`src/rtl/mux_pkg.sv`:
```
// Shared encodings and sizing helpers for the channel multiplexer and its arbiter.
package mux_pkg;

   localparam int unsigned MODE_SEL = 0;
   localparam int unsigned MODE_RR  = 1;

   localparam int unsigned NCH_MIN = 2;
   localparam int unsigned NCH_MAX = 16;

   // Channel-index width: clog2 of the channel count, never below one bit.
   function automatic int unsigned sel_width(input int unsigned n);
      return (n <= 2) ? 1 : $clog2(n);
   endfunction

endpackage

```
`src/rtl/rr_arbiter.sv`:
```
// Round-robin grant search: first requester at or above ptr, wrapping from NCH-1 to 0.
module rr_arbiter
   import mux_pkg::*;
#(
   parameter  int unsigned NCH = 4,
   localparam int unsigned PW  = sel_width(NCH)
) (
   input  logic [NCH-1:0] req,
   input  logic [PW-1:0]  ptr,
   output logic [NCH-1:0] grant,
   output logic [PW-1:0]  idx
);

   int unsigned pos;
   logic        found;

   always_comb begin
      grant = '0;
      idx   = '0;
      found = 1'b0;
      pos   = 0;
      for (int unsigned i = 0; i < NCH; i++) begin
         // ptr < NCH and i < NCH, so one conditional subtract is a full modulo.
         pos = 32'(ptr) + i;
         if (pos >= NCH) begin
            pos = pos - NCH;
         end
         if (!found && req[PW'(pos)]) begin
            found            = 1'b1;
            grant[PW'(pos)]  = 1'b1;
            idx              = PW'(pos);
         end
      end
   end

endmodule

```
`src/rtl/rr_mux.sv`:
```
// N-channel valid/ready multiplexer into a single-entry output register,
// channel chosen by sel (MODE_SEL) or by a rotating round-robin pointer (MODE_RR).
module rr_mux
   import mux_pkg::*;
#(
   parameter  int unsigned WIDTH = 8,
   parameter  int unsigned NCH   = 4,
   parameter  int unsigned MODE  = MODE_SEL,
   localparam int unsigned SW    = sel_width(NCH)
) (
   input  logic                 clk,
   input  logic                 rst,
   input  logic [NCH*WIDTH-1:0] in_data,
   input  logic [NCH-1:0]       in_valid,
   output logic [NCH-1:0]       in_ready,
   input  logic [SW-1:0]        sel,
   output logic [WIDTH-1:0]     out_data,
   output logic [SW-1:0]        out_ch,
   output logic                 out_valid,
   input  logic                 out_ready
);

   logic [SW-1:0]    ptr_q,   ptr_d;
   logic [WIDTH-1:0] data_q,  data_d;
   logic [SW-1:0]    ch_q,    ch_d;
   logic             valid_q, valid_d;

   logic             free_c;
   logic [NCH-1:0]   sel_grant_c;
   logic [NCH-1:0]   rr_grant_c;
   logic [NCH-1:0]   grant_c;
   logic [SW-1:0]    rr_idx_c;
   logic             xfer_c;
   logic [WIDTH-1:0] xfer_data_c;
   logic [SW-1:0]    xfer_ch_c;

   rr_arbiter #(
      .NCH (NCH)
   ) u_arb (
      .req   (in_valid),
      .ptr   (ptr_q),
      .grant (rr_grant_c),
      .idx   (rr_idx_c)
   );

   // The output register can take a word when empty or when drained this cycle.
   assign free_c = !valid_q || out_ready;

   // Select-mode grant; an out-of-range sel grants nobody.
   always_comb begin
      sel_grant_c = '0;
      if (32'(sel) < NCH) begin
         sel_grant_c[sel] = 1'b1;
      end
   end

   assign grant_c  = (MODE == MODE_RR) ? rr_grant_c : sel_grant_c;
   assign in_ready = (rst || !free_c) ? '0 : (grant_c & in_valid);
   assign xfer_c   = |in_ready;

   // AND-OR data mux keyed by the one-hot in_ready.
   always_comb begin
      xfer_data_c = '0;
      xfer_ch_c   = '0;
      for (int unsigned k = 0; k < NCH; k++) begin
         if (in_ready[k]) begin
            xfer_data_c = xfer_data_c | in_data[k*WIDTH +: WIDTH];
            xfer_ch_c   = SW'(k);
         end
      end
   end

   always_comb begin
      valid_d = valid_q;
      data_d  = data_q;
      ch_d    = ch_q;
      ptr_d   = ptr_q;
      if (xfer_c) begin
         valid_d = 1'b1;
         data_d  = xfer_data_c;
         ch_d    = xfer_ch_c;
      end else if (out_ready) begin
         valid_d = 1'b0;
      end
      if ((MODE == MODE_RR) && xfer_c) begin
         ptr_d = (32'(rr_idx_c) == NCH - 1) ? '0 : rr_idx_c + SW'(1);
      end
   end

   always_ff @(posedge clk) begin
      if (rst) begin
         valid_q <= 1'b0;
         data_q  <= '0;
         ch_q    <= '0;
         ptr_q   <= '0;
      end else begin
         valid_q <= valid_d;
         data_q  <= data_d;
         ch_q    <= ch_d;
         ptr_q   <= ptr_d;
      end
   end

   assign out_data  = data_q;
   assign out_ch    = ch_q;
   assign out_valid = valid_q;

   a_ready_onehot: assert property (@(posedge clk) $onehot0(in_ready));
   a_hold_stalled: assert property (@(posedge clk) disable iff (rst)
      (valid_q && !out_ready) |=> ($stable(data_q) && $stable(ch_q) && valid_q));

endmodule

```
`config.mk`:
```
export PLATFORM = sky130hd
export DESIGN_NAME = rr_mux
export DESIGN_NICKNAME = d
export VERILOG_FILES = /design/src/rtl/mux_pkg.sv /design/src/rtl/rr_arbiter.sv /design/src/rtl/rr_mux.sv
export SDC_FILE = /design/constraint.sdc
export NUM_CORES = 1
export LEC_CHECK = 0
export ABC_AREA = 1
export BUFFER_PORTS_ARGS = -buffer_cell sky130_fd_sc_hd__buf_2
export CORE_AREA = 3 3 45 47
export CTS_BUF_LIST = sky130_fd_sc_hd__clkbuf_2 sky130_fd_sc_hd__clkbuf_4 sky130_fd_sc_hd__clkbuf_8
export CTS_CLUSTER_SIZE = 20
export DETAILED_ROUTE_END_ITERATION = 10
export DIE_AREA = 0 0 48 50
export MAX_ROUTING_LAYER = met4
export PLACE_DENSITY = 0.82
export SYNTH_ARGS = -nofsm -noshare
export SYNTH_HDL_FRONTEND = slang
export SYNTH_SLANG_ARGS = --single-unit
```
`constraint.sdc`:
```
create_clock -name clk -period 2.65 [get_ports clk]
set_input_delay 0.1325 -clock clk [delete_from_list [all_inputs] [get_ports clk]]
set_output_delay 0.1325 -clock clk [all_outputs]
set_load 0.02 [all_outputs]
```
==> summary.txt, run 1 <==
Kind of cell adding the most delay to the critical path: simple AND/OR/NAND/NOR gates
DRC: 0
Worst path buffer plus inverter count: 1
P_leak: 0.0005630 uW
Fin cells: 183
CTS Buf Count: 3
Clock power share: 0.292
Critical Path Fanout Max: 9
Post_cts resized: 0
CTS Buffer Depth: 2
Synth warnings: 0
Worst Skew: 0.001666 ns
Slowest stage delay, CP: 0.33 ns
# hold bufs at CTS: 0
Final Critical Period: 1.472 ns
Type of the most critical hold path: primary input to register
M1 WL: 867 um
Postcts setup bufs: 0
Register bit total from synthesis: 11
Mean Syn Cell Area: 6.245 um2
Layout cell share with drive strength beyond 1: 0.3976
Via density: 4.973
Placed Cells: 179
CP Data Required Time: 2.52 ns
Die height: 50 um
Die width: 48 um
Final Cycle Share: 0.5556
GRT Overall Usage: 0.1947
Slew @ Worst Pin: 0.5896 ns
Worst-skew pair later-pin latency: 0.28 ns
Die ar.: 0.002400 mm2
Post-synthesis net count: 152
Metal3 WL: 192 um
Initial antenna violation count: 0
Max Slew Vio Count: 0
RSZ-0062 raised after global routing: false
Post-route ant nets: 0
Critical path class: register to primary output
Switching Share: 0.3159
Starting density of the core: 0.4104
Sequential share of power: 0.449
Port bufs: 55
Critical path, cell by cell: nand2_2, nand2_4, nor2_2, buf_2
Area grow syn2layout: 42.24%
Hold Vio Cnt, Final: 0
Slowest cell on crit path: dfxtp_1
Synth Cell Area: 693.2 um2
Data arrival, critical path: 1.34 ns
Highest clock rate: 679.2 MHz
Clk sinks: 11
Uppermost layer routed: met4
Final Setup Violations: 0
H-tree depth: 1
Worst Setup Start Kind: register
Max Cap Viol: 0
Status: complete, no violations
Clock root cell: clkbuf_4
GP Congestion: 0.7851
Pint: 276.2 uW
Core Area: 0.001689 mm2
Maximum VDD drop: 0.2315 mV
Critical path endpoint category: primary output
Layout Nets: 208
Seq/Total Area, Yosys: 0.3177
Met2 wire length: 983 um
Row count: 15
Yosys cell types: 16
Clock transition at the registers of the reported paths: 0.07 ns
Hpwl dp: 1.645 mm
Initial detailed-routing violation count: 7
Total congestion overflow: 0
Pin count of the biggest net entering global routing: 14
Routed vias: 910
Final core utilization: 0.5837
Slew Limit Headroom: 0.6069
Final wirelength: 2.081 mm
Switching power total: 127.5 uW
Final TNS setup: 0 ns
Pwr/cell area: 409.4 mW/mm2
Layout Cell Area excl Fill: 985.9 um2
DP Area: 958.4 um2
Vias in the first global route: 816
ANT cells: 0
First-pass GRT wire length: 3.236 mm
Ports: 56
Comb power frac: 0.259
Tot Pwr: 403.7 uW
First-pass DRT Iterations: 4
WL per Instance: 11.37 um
Cells after Synth: 111
CTS tree: built
[worst paths after layout]
| path | startpoint | endpoint | slack (ns) | depth (start not counted) |
|---|---|---|---|---|
| setup reg to reg | out_valid$_SDFFE_PP0P_ | out_data[0]$_SDFFE_PP0P_ | 1.35 | 5 |
| hold / removal | rst | out_data[5]$_SDFFE_PP0P_ | 0.18 | 2 |
| setup / recovery | out_valid$_SDFFE_PP0P_ | in_ready[2] | 1.18 | 4 |
| hold reg to reg | out_ch[1]$_SDFFE_PP0P_ | out_ch[1]$_SDFFE_PP0P_ | 0.47 | 2 |
[synth_stat cells]
cell type | number | area [um2]
nor2_4 | 3 | 33.78
nand2_4 | 1 | 11.26
a21o_1 | 1 | 7.510
nand3_1 | 21 | 105.1
a21oi_1 | 11 | 55.05
buf_6 | 2 | 22.52
inv_1 | 4 | 15.01
inv_2 | 1 | 3.750
dfxtp_1 | 11 | 220.2
nand2_1 | 41 | 153.9
nor2_1 | 10 | 37.54
clkbuf_1 | 1 | 3.750
nor2_2 | 1 | 6.260
a31oi_1 | 1 | 6.260
nand2_2 | 1 | 6.260
buf_2 | 1 | 5.000
[power groups by stage]
stage	clock (uW)	sequential, uW	combinational, uW
CTS	124	181	105
floorplan	0	198	45.2
detailed placement	0	185	105
finish	118	181	104
global route	138	183	116
global placement	0	185	103
[sequential cells by signal (all words and copies together), names as in the netlist]
register,count
out_ch,2
out_data,8
out_valid,1
[routing by layer]
layer / GRT usage / vias up
met5: - / -
met3: 0.05839 / 5
li1: - / 473
met2: 0.3018 / 45
met4: 0.09417 / 0
met1: 0.2193 / 387
[kinds of logic after synthesis]
kind of cell,synth area share
compound gates,0.09928
flops,0.3177
simple gates,0.5108
buf+inv,0.07218
[layout make-up]
| class | count | area (um2) |
|---|---|---|
| Tap cell | 17 | 21.27 |
| Fill cell | 172 | 703.2 |
| Sequential cell | 11 | 220.2 |
| Clock buffer | 3 | 22.52 |
| Clock inverter | 1 | 5.005 |
| Multi-Input combinational cell | 91 | 422.9 |
| Timing Repair Buffer | 55 | 275.3 |
| Inverter | 5 | 18.77 |
[placed cells by master (no fill, tap or decap)]
master,n
a21o_1,1
a21oi_1,11
a31oi_1,1
buf_2,55
clkbuf_4,3
clkinv_2,1
dfxtp_1,11
inv_1,4
inv_2,1
nand2_1,41
nand2_2,1
nand2_4,1
nand3_1,21
nor2_1,10
nor2_2,1
nor2_4,3
[stage by stage]
stage,hold slack (ns),worst slack [ns]
2_1_floorplan,0.2019,1.382
3_3_place_gp,0.4520,1.418
3_5_place_dp,0.4535,1.345
4_1_cts,0.1686,1.161
5_1_grt,0.2046,1.042
6_report,0.1822,1.178
(Power assumes the default switching activity.)
==> run 2, diff against run 1 <==
- ABC_AREA: 1 -> 0
- CORE_AREA: 3 3 45 47 -> 3 3 48 50
- DIE_AREA: 0 0 48 50 -> 0 0 51 53
- PLACE_DENSITY: 0.82 -> 0.76
- clock period: 2.65 -> 1.3 ns (I/O delays scaled with it)
==> summary.txt, run 2 <==
Area leader, netlist: dfxtp_1
ANT cells: 0 (unchanged)
Reg2reg start: out_valid$_SDFFE_PP0P_
Pin count of the biggest net entering global routing: 16 (+2)
Register bit total from synthesis: 11 (unchanged)
Data arrival, critical path: 1.48 ns (+0.14 ns)
First-pass GRT wire length: 3.615 mm (+12%)
CTS Buf Count: 3 (unchanged)
Ys async rst share: 0 (unchanged)
Synth Cell Area: 696.9 um2 (+0.54%)
Final TNS setup: -0.2233 ns (-0.2233 ns)
Final Critical Period: 1.333 ns
Synth warnings: 0 (unchanged)
Synth area leaders: dfxtp_1 32%, a22o_1 20%, a222oi_1 11%, nor2_1 5.4%, and2_1 3.6%
Predominant post-synthesis flop cell: dfxtp_1
Critical path, cell by cell: nor2b_4, nor3b_2, buf_4, buf_6, a222oi_1, nor2_1
CTS tree: built
CP Data Required Time: 1.45 ns (-1.07 ns)
Pwr/cell area: 821.8 mW/mm2 (+100%)
Critical path endpoint category: register
CTS Buffer Depth: 2 (unchanged)
Max Cap Viol: 0 (unchanged)
Status: finished with violations
Clock transition at the registers of the reported paths: 0.07 ns (about the same)
Top cells by count, synth: 16 x a22o_1, 11 x dfxtp_1, 10 x nor2_1
First-pass DRT Iterations: 4 (unchanged)
Commonest non-fill, non-tap cells in the layout: 51 x buf_2, 16 x a22o_1, 10 x nor2_1, 10 x dfxtp_1, 8 x a222oi_1
Maximum VDD drop: 0.4998 mV (+120%)
Final core utilization: 0.5773 (-0.006384)
Post-route ant nets: 0 (unchanged)
Worst Skew: 0.001346 ns (-0.0003195 ns)
EDFF count, synth: 0 (unchanged)
Die ar.: 0.002703 mm2 (+13%)
Final Setup Violations: 8 (+8)
Slowest cell on crit path: dfxtp_2
Initial detailed-routing violation count: 31 (+24)
Top-area cell type share of the netlist area: 0.3160 (-0.001711)
Critical Path Fanout Max: 6 (-3)
Max Slew Vio Count: 0 (unchanged)
Die height: 53 um (+6.0%)
Yosys cell types: 20 (+4)
DRC: 0 (unchanged)
Slew Limit Headroom: 0.7885 (+0.1815)
Port bufs: 55 (unchanged)
Leading cell type in the layout, fill and taps excluded: buf_2
Hold Vio Cnt, Final: 0 (unchanged)
Slowest stage delay, CP: 0.33 ns (about the same)
Hold Crit Start: sel[0]
Most common cell in the netlist: a22o_1
Total congestion overflow: 0 (unchanged)
Layout Nets: 177 (-15%)
Core Area: 0.001942 mm2 (+15%)
Worst Setup Start Kind: register
Final Cycle Share: 1.026
Slew @ Worst Pin: 0.3173 ns (-0.2723 ns)
Hold Crit Depth: 3 (+1)
Critical path class: register to register
RSZ-0062 raised after global routing: true
GP Congestion: 0.6850 (-13%)
Ports: 56 (unchanged)
Vias in the first global route: 829 (+1.6%)
Worst-skew pair later-pin latency: 0.26 ns (-0.02 ns)
Area grow syn2layout: 60.86%
Via density: 5.327 (+7.1%)
Type of the most critical hold path: primary input to register
Max FFs per register: 8 (unchanged)
Row count: 16 (+1)
Layout cell share with drive strength beyond 1: 0.5926 (+0.1950)
FF-to-FF path depth: 6 (+1)
Final hold slack: 0.1081 ns (-0.07415 ns)
WL per Instance: 14.05 um (+24%)
Initial antenna violation count: 0 (unchanged)
Violated checks: negative setup slack
Clock root cell: clkbuf_4
DP Area: 0.001006 mm2 (+5.0%)
Seq/Total Area, Yosys: 0.3160 (-0.001711)
P_leak: 0.0005647 uW (+0.29%)
Setup WS post-layout: -0.03322 ns (-1.211 ns)
Mean Syn Cell Area: 9.292 um2 (+49%)
Layout Cell Area excl Fill: 0.001121 mm2 (+14%)
GRT Overall Usage: 0.1836 (-0.01114)
Final wirelength: 2.276 mm (+9.4%)
FF-to-FF End: out_data[0]$_SDFFE_PP0P_
Dpl ws: 0.01579 ns (-1.329 ns)
H-tree depth: 1 (unchanged)
Highest clock rate: 750.1 MHz
Post-synthesis net count: 116 (-24%)
Cells after Synth: 75 (-32%)
Hold EP: out_ch[0]$_SDFFE_PP0P_
Routed vias: 863 (-5.2%)
Worst R2R Setup Slack: -0.03 ns (-1.38 ns)
Hpwl dp: 1.636 mm (-0.55%)
Clk sinks: 11 (unchanged)
Starting density of the core: 0.3589 (-0.05148)
Die width: 51 um (+6.3%)
[run 2: changes by cell type after synthesis, sizes merged, moves of 2 or more]
cell    delta
inv        -5
a222oi     +8
buf        +2
nor2       -4
nor2b      +2
a22o      +16
and2       +6
mux2i      +2
a21oi      -8
o21ai      +3
nand3     -21
nand2     -43
[run 2: how the worst max path moves through the flow]
stage / slack (ns) / end / from
detailed placement: 0.02 / out_data[5]$_SDFFE_PP0P_ / sel[0]
finish: -0.03 / out_data[0]$_SDFFE_PP0P_ / out_valid$_SDFFE_PP0P_
floorplan: 0.04 / out_data[0]$_SDFFE_PP0P_ / out_valid$_SDFFE_PP0P_
CTS: -0.03 / in_ready[3] / out_valid$_SDFFE_PP0P_
global route: -0.11 / out_data[0]$_SDFFE_PP0P_ / out_valid$_SDFFE_PP0P_
global placement: 0.05 / out_data[7]$_SDFFE_PP0P_ / sel[0]
[run 2: timing repair]
| action | 4_1_cts | 5_1_grt |
|---|---|---|
| pin swaps | 9 | 9 |
| resized for setup | 14 | 1 |
| buffers inserted | 5 | 0 |
| endpoints found under the setup margin | 4 | 12 |
| hold buffers | 0 | 0 |
[run 2: worst max-delay path, delay by kind of cell (launching register included)]
| family | cells | cell delay (ns) |
|---|---|---|
| AO/OA/AOI/OAI | 1 | 0.31 |
| buffers and inverters | 2 | 0.29 |
| flip-flops | 1 | 0.33 |
| AND/OR/NAND/NOR | 3 | 0.30 |
[run 2: per-stage QoR]
step | cells | total power [uW]
after floorplan | 75 | 535.7
after global placement | 153 | 645.3
after detailed placement | 153 | 650.3
after CTS | 162 | 925.7
after global routing | 162 | 961.1
final | 162 | 921.3
[run 2: layer usage]
layer | part of all wire | GRT usage | vias up
met1 | 0.42 | 0.2102 | 398
met2 | 0.48 | 0.3090 | 43
met3 | 0.095 | 0.04789 | 2
met5 | 0 | - | -
met4 | 0.0070 | 0.06726 | 0
li1 | - | - | 420
[run 2: logic make-up after synthesis]
family                 count (synthesis)  synth area share
AOI/OAI and AO/OA                     31            0.3716
buffers and inverters                  7           0.04488
DFF                                   11            0.3160
muxes                                  3           0.06104
and+or+nand+nor                       23            0.2065
[run 2: area by class of cell]
cell class | count | area (um2)
multi-input cells | 57 | 467.9
flip-flops and latches | 11 | 221.5
well taps | 27 | 33.78
fillers | 183 | 820.8
repair buffers | 63 | 367.9
clock buffers | 4 | 30.03
[run 2: power by group]
group / internal, uW / switching (uW) / leakage [uW] / total [uW]
Combinational: 155 / 146 / 0.000456 / 301
Sequential: 358 / 11.2 / 0.0000903 / 369
Clock: 139 / 111 / 0.0000184 / 251
Total: 653 / 268 / 0.000565 / 921
